## config.mk

```make
export PLATFORM = sky130hd
export DESIGN_NAME = epcs_rope_reader
export DESIGN_NICKNAME = d
export VERILOG_FILES = /design/src/rtl/agc_epcs_pkg.sv /design/src/rtl/epcs_sclk_div.sv /design/src/rtl/epcs_rope_reader.sv
export SDC_FILE = /design/constraint.sdc
export NUM_CORES = 1
export LEC_CHECK = 0
export ABC_AREA = 1
export CAP_MARGIN = 20
export CORE_MARGIN = 5
export CORE_UTILIZATION = 30
export DETAILED_ROUTE_END_ITERATION = 16
export MAX_ROUTING_LAYER = met4
export PLACE_DENSITY_LB_ADDON = 0.1
export RECOVER_POWER = 50
export SLEW_MARGIN = 40
export SYNTH_ARGS = -nofsm -noshare
export SYNTH_HDL_FRONTEND = slang
export SYNTH_HIERARCHICAL = 1
export SYNTH_SLANG_ARGS = --single-unit
```

## constraint.sdc

```tcl
create_clock -name SYS_CLK -period 2.7 [get_ports SYS_CLK]
set_input_delay 0.54 -clock SYS_CLK [delete_from_list [all_inputs] [get_ports SYS_CLK]]
set_output_delay 0.54 -clock SYS_CLK [all_outputs]
set_load 0.01 [all_outputs]
```

## src/rtl/agc_epcs_pkg.sv

```systemverilog
// Shared constants, frame geometry and FSM state type for the EPCS rope reader.
// Optional build macro: EPCS_FAST_READ_EN selects FAST READ (0x0B) with 8 dummy bits.
package agc_epcs_pkg;

  localparam logic [7:0] EPCS_CMD_READ      = 8'h03;
  localparam logic [7:0] EPCS_CMD_FAST_READ = 8'h0B;

  localparam int CMD_BITS   = 8;
  localparam int ADDR_BITS  = 24;
  localparam int DUMMY_BITS = 8;
  localparam int DATA_BITS  = 16;

`ifdef EPCS_FAST_READ_EN
  localparam logic [7:0] EPCS_CMD = EPCS_CMD_FAST_READ;
  localparam int         PAD_BITS = DUMMY_BITS;
`else
  localparam logic [7:0] EPCS_CMD = EPCS_CMD_READ;
  localparam int         PAD_BITS = 0;
`endif

  localparam int FRAME_BITS = CMD_BITS + ADDR_BITS + PAD_BITS + DATA_BITS;
  localparam int DATA_START = FRAME_BITS - DATA_BITS;

  typedef enum logic [1:0] {
    IDLE,
    SHIFT,
    DONE,
    GAP
  } epcs_state_t;

endpackage

```

## src/rtl/epcs_sclk_div.sv

```systemverilog
// EPCS serial clock generator: DCLK starts low, each half-period lasts CLK_DIV cycles.
// rise/fall are single-cycle strobes marking the clock edge where DCLK toggles.
module epcs_sclk_div #(
  parameter int CLK_DIV = 4
) (
  input  logic clk,
  input  logic rst_n,
  input  logic en,
  output logic dclk,
  output logic rise,
  output logic fall
);

  localparam int CW = $clog2(CLK_DIV);

  logic [CW-1:0] cnt;
  logic          last;

  assign last = (cnt == CW'(CLK_DIV - 1));
  assign rise = en & last & ~dclk;
  assign fall = en & last & dclk;

  // Disabling forces DCLK low, so a high phase can never start outside a transfer
  always_ff @(posedge clk) begin
    if (!rst_n || !en) begin
      cnt  <= '0;
      dclk <= 1'b0;
    end else if (last) begin
      cnt  <= '0;
      dclk <= ~dclk;
    end else begin
      cnt  <= cnt + 1'b1;
    end
  end

endmodule

```

## src/rtl/epcs_rope_reader.sv

```systemverilog
// Fetches one 16-bit rope word from EPCS flash per request (READ, or FAST READ when
// EPCS_FAST_READ_EN is defined) and enforces chip-select high time between accesses.
module epcs_rope_reader
  import agc_epcs_pkg::*;
#(
  parameter int          CLK_DIV   = 4,
  parameter logic [23:0] BASE_ADDR = 24'h100000,
  parameter int          CS_GAP    = 8
) (
  input  logic        SYS_CLK,
  input  logic        SIM_RST_n,
  input  logic        REQ,
  input  logic [15:0] REQ_ADDR,
  output logic        BUSY,
  output logic [15:0] RDATA,
  output logic        RVALID,
  input  logic        EPCS_DATA,
  output logic        EPCS_CSN,
  output logic        EPCS_DCLK,
  output logic        EPCS_ASDI
);

  localparam int GW = (CS_GAP > 1) ? $clog2(CS_GAP + 1) : 1;
  localparam int SW = CMD_BITS + ADDR_BITS;

  epcs_state_t    state, state_nxt;
  logic [GW-1:0]  gap_cnt;
  logic [5:0]     hi_cnt;
  logic [SW-1:0]  sh_out;
  logic [15:0]    sh_in;
  logic [23:0]    byte_addr;
  logic           accept;
  logic           dclk, rise, fall;
  logic           last_fall, data_fall;

  assign byte_addr = BASE_ADDR + {7'd0, REQ_ADDR, 1'b0};
  assign accept    = (state == IDLE) && REQ;
  // hi_cnt counts high phases begun, so at a fall it equals the finishing bit's index + 1
  assign last_fall = fall && (hi_cnt == 6'(FRAME_BITS));
  assign data_fall = fall && (hi_cnt > 6'(DATA_START));

  epcs_sclk_div #(
    .CLK_DIV(CLK_DIV)
  ) u_sclk_div (
    .clk  (SYS_CLK),
    .rst_n(SIM_RST_n),
    .en   (state == SHIFT),
    .dclk (dclk),
    .rise (rise),
    .fall (fall)
  );

  always_ff @(posedge SYS_CLK) begin
    if (!SIM_RST_n) state <= GAP;
    else            state <= state_nxt;
  end

  always_comb begin
    state_nxt = state;
    case (state)
      IDLE:    if (REQ) state_nxt = SHIFT;
      SHIFT:   if (last_fall) state_nxt = DONE;
      DONE:    state_nxt = GAP;
      GAP:     if (gap_cnt == GW'(CS_GAP - 1)) state_nxt = IDLE;
      default: state_nxt = GAP;
    endcase
  end

  always_comb begin
    BUSY      = (state != IDLE);
    EPCS_CSN  = (state != SHIFT);
    RVALID    = (state == DONE);
    EPCS_DCLK = dclk;
    EPCS_ASDI = sh_out[SW-1];
  end

  // Serialiser: new ASDI bit is presented as each bit's low phase begins
  always_ff @(posedge SYS_CLK) begin
    if (!SIM_RST_n) begin
      gap_cnt <= '0;
      hi_cnt  <= '0;
      sh_out  <= '0;
    end else begin
      gap_cnt <= (state == GAP) ? gap_cnt + 1'b1 : '0;
      if (accept) begin
        sh_out <= {EPCS_CMD, byte_addr};
        hi_cnt <= '0;
      end else begin
        if (rise) hi_cnt <= hi_cnt + 1'b1;
        if (fall) sh_out <= {sh_out[SW-2:0], 1'b0};
      end
    end
  end

  // Deserialiser: flash data sampled as DCLK drops, high byte first
  always_ff @(posedge SYS_CLK) begin
    if (data_fall) sh_in <= {sh_in[14:0], EPCS_DATA};
  end

  always_ff @(posedge SYS_CLK) begin
    if (!SIM_RST_n)     RDATA <= '0;
    else if (last_fall) RDATA <= {sh_in[14:0], EPCS_DATA};
  end

endmodule

```

==> metrics.cfg <==
[critical_path]
end_kind=primary output
rr_worst_depth=9
crit_fanout=4
crit_chain=inv_1, ha_1, inv_1, clkdlybuf4s50_1
rrSetupSlack_ns=0.71
critPathMostFrequentCell=inv_1
slowest_stage=clkdlybuf4s50_1
rr_endpoint=sh_out[15]
critPathLaunch=state[0]
crit_required_ns=2.16
slowest_delay_ns=0.53
startpoint_type=flop
crit_family=buffers and inverters
critPathKind=reg -> out
worst-path-buf-inv=3
reg2reg_from=state[1]
arrival_ns=1.68

[floorplan]
die_y_um=109
die-area_um2=11800
rows=36
initial_core_util=0.304
die_width_um=109
io_pins=41
core_region_area_um2=9640

[sta]
slew_violations=0
fin_crit_ns=2.22
hold_viol=0
tightest_slew_ns=0.620
max_freq_mhz=450
finalSetupTns_ns=0
rsz0062_at_grt=no
finalSetupViolCount=0
worst_clock_skew_ns=0.00486
slew_headroom=0.587
fin_crit_sh=0.822

[yosys]
synthMuxAreaShare=0.00342
netlist_area_um2=2930
synth_top_area_share=0.424
ys.flop_type=dfxtp_1
yosys-top-cells-count=70 x nand2_1, 62 x dfxtp_1, 44 x nor2_1, 31 x o21ai_0, 21 x a21oi_1
synth_fa_ha_area_frac=0.0385
synth-compound-area-share=0.134
synth-xor-area-share=0.00599
syn_inst=332
syn_area_per_cell_um2=8.81
synth_top_cells_by_area=dfxtp_1 42%, edfxtp_1 15%, nand2_1 9.0%
synth_edf_count=15
synth_seq_area_share=0.578
synth.net_count=361
yosysTopAreaCell=dfxtp_1
synth_top_family_by_area=simple AND/OR/NAND/NOR gates
yosys.area_share.simple=0.189
ys_ff_latch=77
yosysWarnings=6
post-synth-top-count-cell=nand2_1
ys_types=28
async_reset_ff_frac=0

[worst_hold_path]
holdCritPathClass=reg -> reg
hold_path.startpoint=u_sclk_div/cnt[0]
min_to=u_sclk_div/cnt[0]
hold_depth=1

[finish]
final_nets=405
syn2layout_area_growth_pct=25.1
stdcell_count=514
postLayoutCoreUtil=0.380
n_antenna_cell=0
drive_gt1_frac=0.0735
fin_area_um2=3660

[clock_network]
cts_sinks=77
cts_root_buf=clkbuf_8
cts_resized=0
h-tree-depth=3
clkLatencyLatePin_ns=0.34
cts_hold_buf=0
tritoncts=yes
cts_buffers=9
path_clk_slew_ns=0.08
post_cts_buffers=0
clockBufferDepth=2

[drt]
viasPerCell=4.42
wl_mm=6.21
vias=2272
first_pass_iters=7
drc=0
wl_per_cell_um=12.1
antenna_left=0
dr.first_iter.drc_count=111

[pwr]
vdd_drop_max_mv=0.220
p_leak_nw=1.39
p_per_area_nw_per_um2=668

[job]
maxCapViolCount=0

[grt]
antenna_found_initial=0
grt_max_degree=36
grt_pass1_vias=2317
gr-usage-all-layers=0.120
grt_pass1_wl_mm=10.9
grt_overflow=0

[placed_design]
dpl-instance-area_um2=3480
gp_congestion=0.758
dpl.cell_count=498
hpwl_mm=4.09
port_buffers=40

[run_status]
status=finished, final reports clean

[cells by family (layout without fill, tap and decap cells)]
logic type / after synthesis / in the layout
AO/OA/AOI/OAI: 74 / 74
XOR/XNOR: 2 / 2
adder cells (fa/ha/maj): 9 / 9
buffers and inverters: 34 / 83
flip-flops: 77 / 77
multiplexers: 1 / 1
AND/OR/NAND/NOR: 135 / 135
[power by group]
group,internal [mW],switching [mW]
Clock,0.429,0.420
Combinational,0.150,0.184
Sequential,1.22,0.0394
Total,1.80,0.644
[final cells by class]
type                    instances  area, um^2
multi-input cells             221        1090
inverters                      18        67.6
clock buffers                  11         131
clock inverters                 5        61.3
fillers                      1031        5980
repair buffers                 49         458
flip-flops and latches         77        1690
well taps                     133         166
[layout by cell type (no fill, tap or decap)]
cell type | synthesis | routed
a21oi_1 | 21 | 21
a31oi_1 | 16 | 16
buf_4 | 0 | 6
bufinv_16 | 0 | 1
clkbuf_1 | 8 | 4
clkbuf_2 | 0 | 1
clkbuf_8 | 0 | 9
clkdlybuf4s50_1 | 0 | 20
clkinv_1 | 1 | 1
clkinv_4 | 0 | 1
clkinvlp_4 | 0 | 3
dfxtp_1 | 62 | 62
dlygate4sd3_1 | 0 | 20
edfxtp_1 | 15 | 15
ha_1 | 9 | 9
inv_1 | 16 | 16
inv_2 | 1 | 1
mux2i_1 | 1 | 1
nand2_1 | 70 | 71
nand3_1 | 9 | 9
nand3_2 | 1 | 1
nand4_1 | 1 | 1
nor2_1 | 44 | 43
nor2_2 | 2 | 3
nor2_4 | 1 | 1
nor3_1 | 4 | 4
nor3b_1 | 1 | 1
o21ai_0 | 31 | 31
o21ai_1 | 5 | 5
o21bai_1 | 1 | 1
or2_2 | 1 | 1
xnor2_1 | 2 | 2
[flip-flops by register name, summed over array words and instances, names as in the netlist]
name / count
gap_cnt: 4
state: 2
hi_cnt: 6
u_sclk_div/cnt: 2
sh_out: 31
u_sclk_div/dclk: 1
RDATA: 16
sh_in: 15
[layer usage]
layer | part of all wire | track usage | vias up
met1 | 0.52 | 0.162 | 1030
met3 | 0.035 | 0.0249 | 10
met5 | 0 | - | -
met4 | 0.018 | 0.0541 | 0
met2 | 0.43 | 0.173 | 45
li1 | - | - | 1187
[worst max-delay path by stage]
stage                       to  slack (ns)  depth (start not counted)
floorplan             sh_in[0]        0.63                          8
global route              BUSY        0.35                          4
global placement     sh_out[8]        0.79                          5
detailed placement  sh_out[15]        0.71                          9
finish                    BUSY        0.48                          4
CTS                       BUSY        0.45                          4
[worst reg2reg max path: cells and delay by family, from the launching register on]
kind / cells / cell delay, ns
buffers and inverters: 5 / 1.00
DFF: 1 / 0.39
adders and majority gates: 1 / 0.24
AOI/OAI and AO/OA: 1 / 0.16
and+or+nand+nor: 2 / 0.13
[stage by stage]
| stage | power [mW] | worst slack (ns) | hold slack [ns] |
|---|---|---|---|
| final | 2.45 | 0.480 | 0.434 |
| after global routing | 2.60 | 0.350 | 0.453 |
| after CTS | 2.49 | 0.452 | 0.432 |
| after detailed placement | 1.63 | 0.707 | 0.420 |
| after global placement | 1.63 | 0.790 | 0.419 |
| after floorplan | 1.50 | 0.634 | 0.403 |
Power figures use the tool's default switching activity.
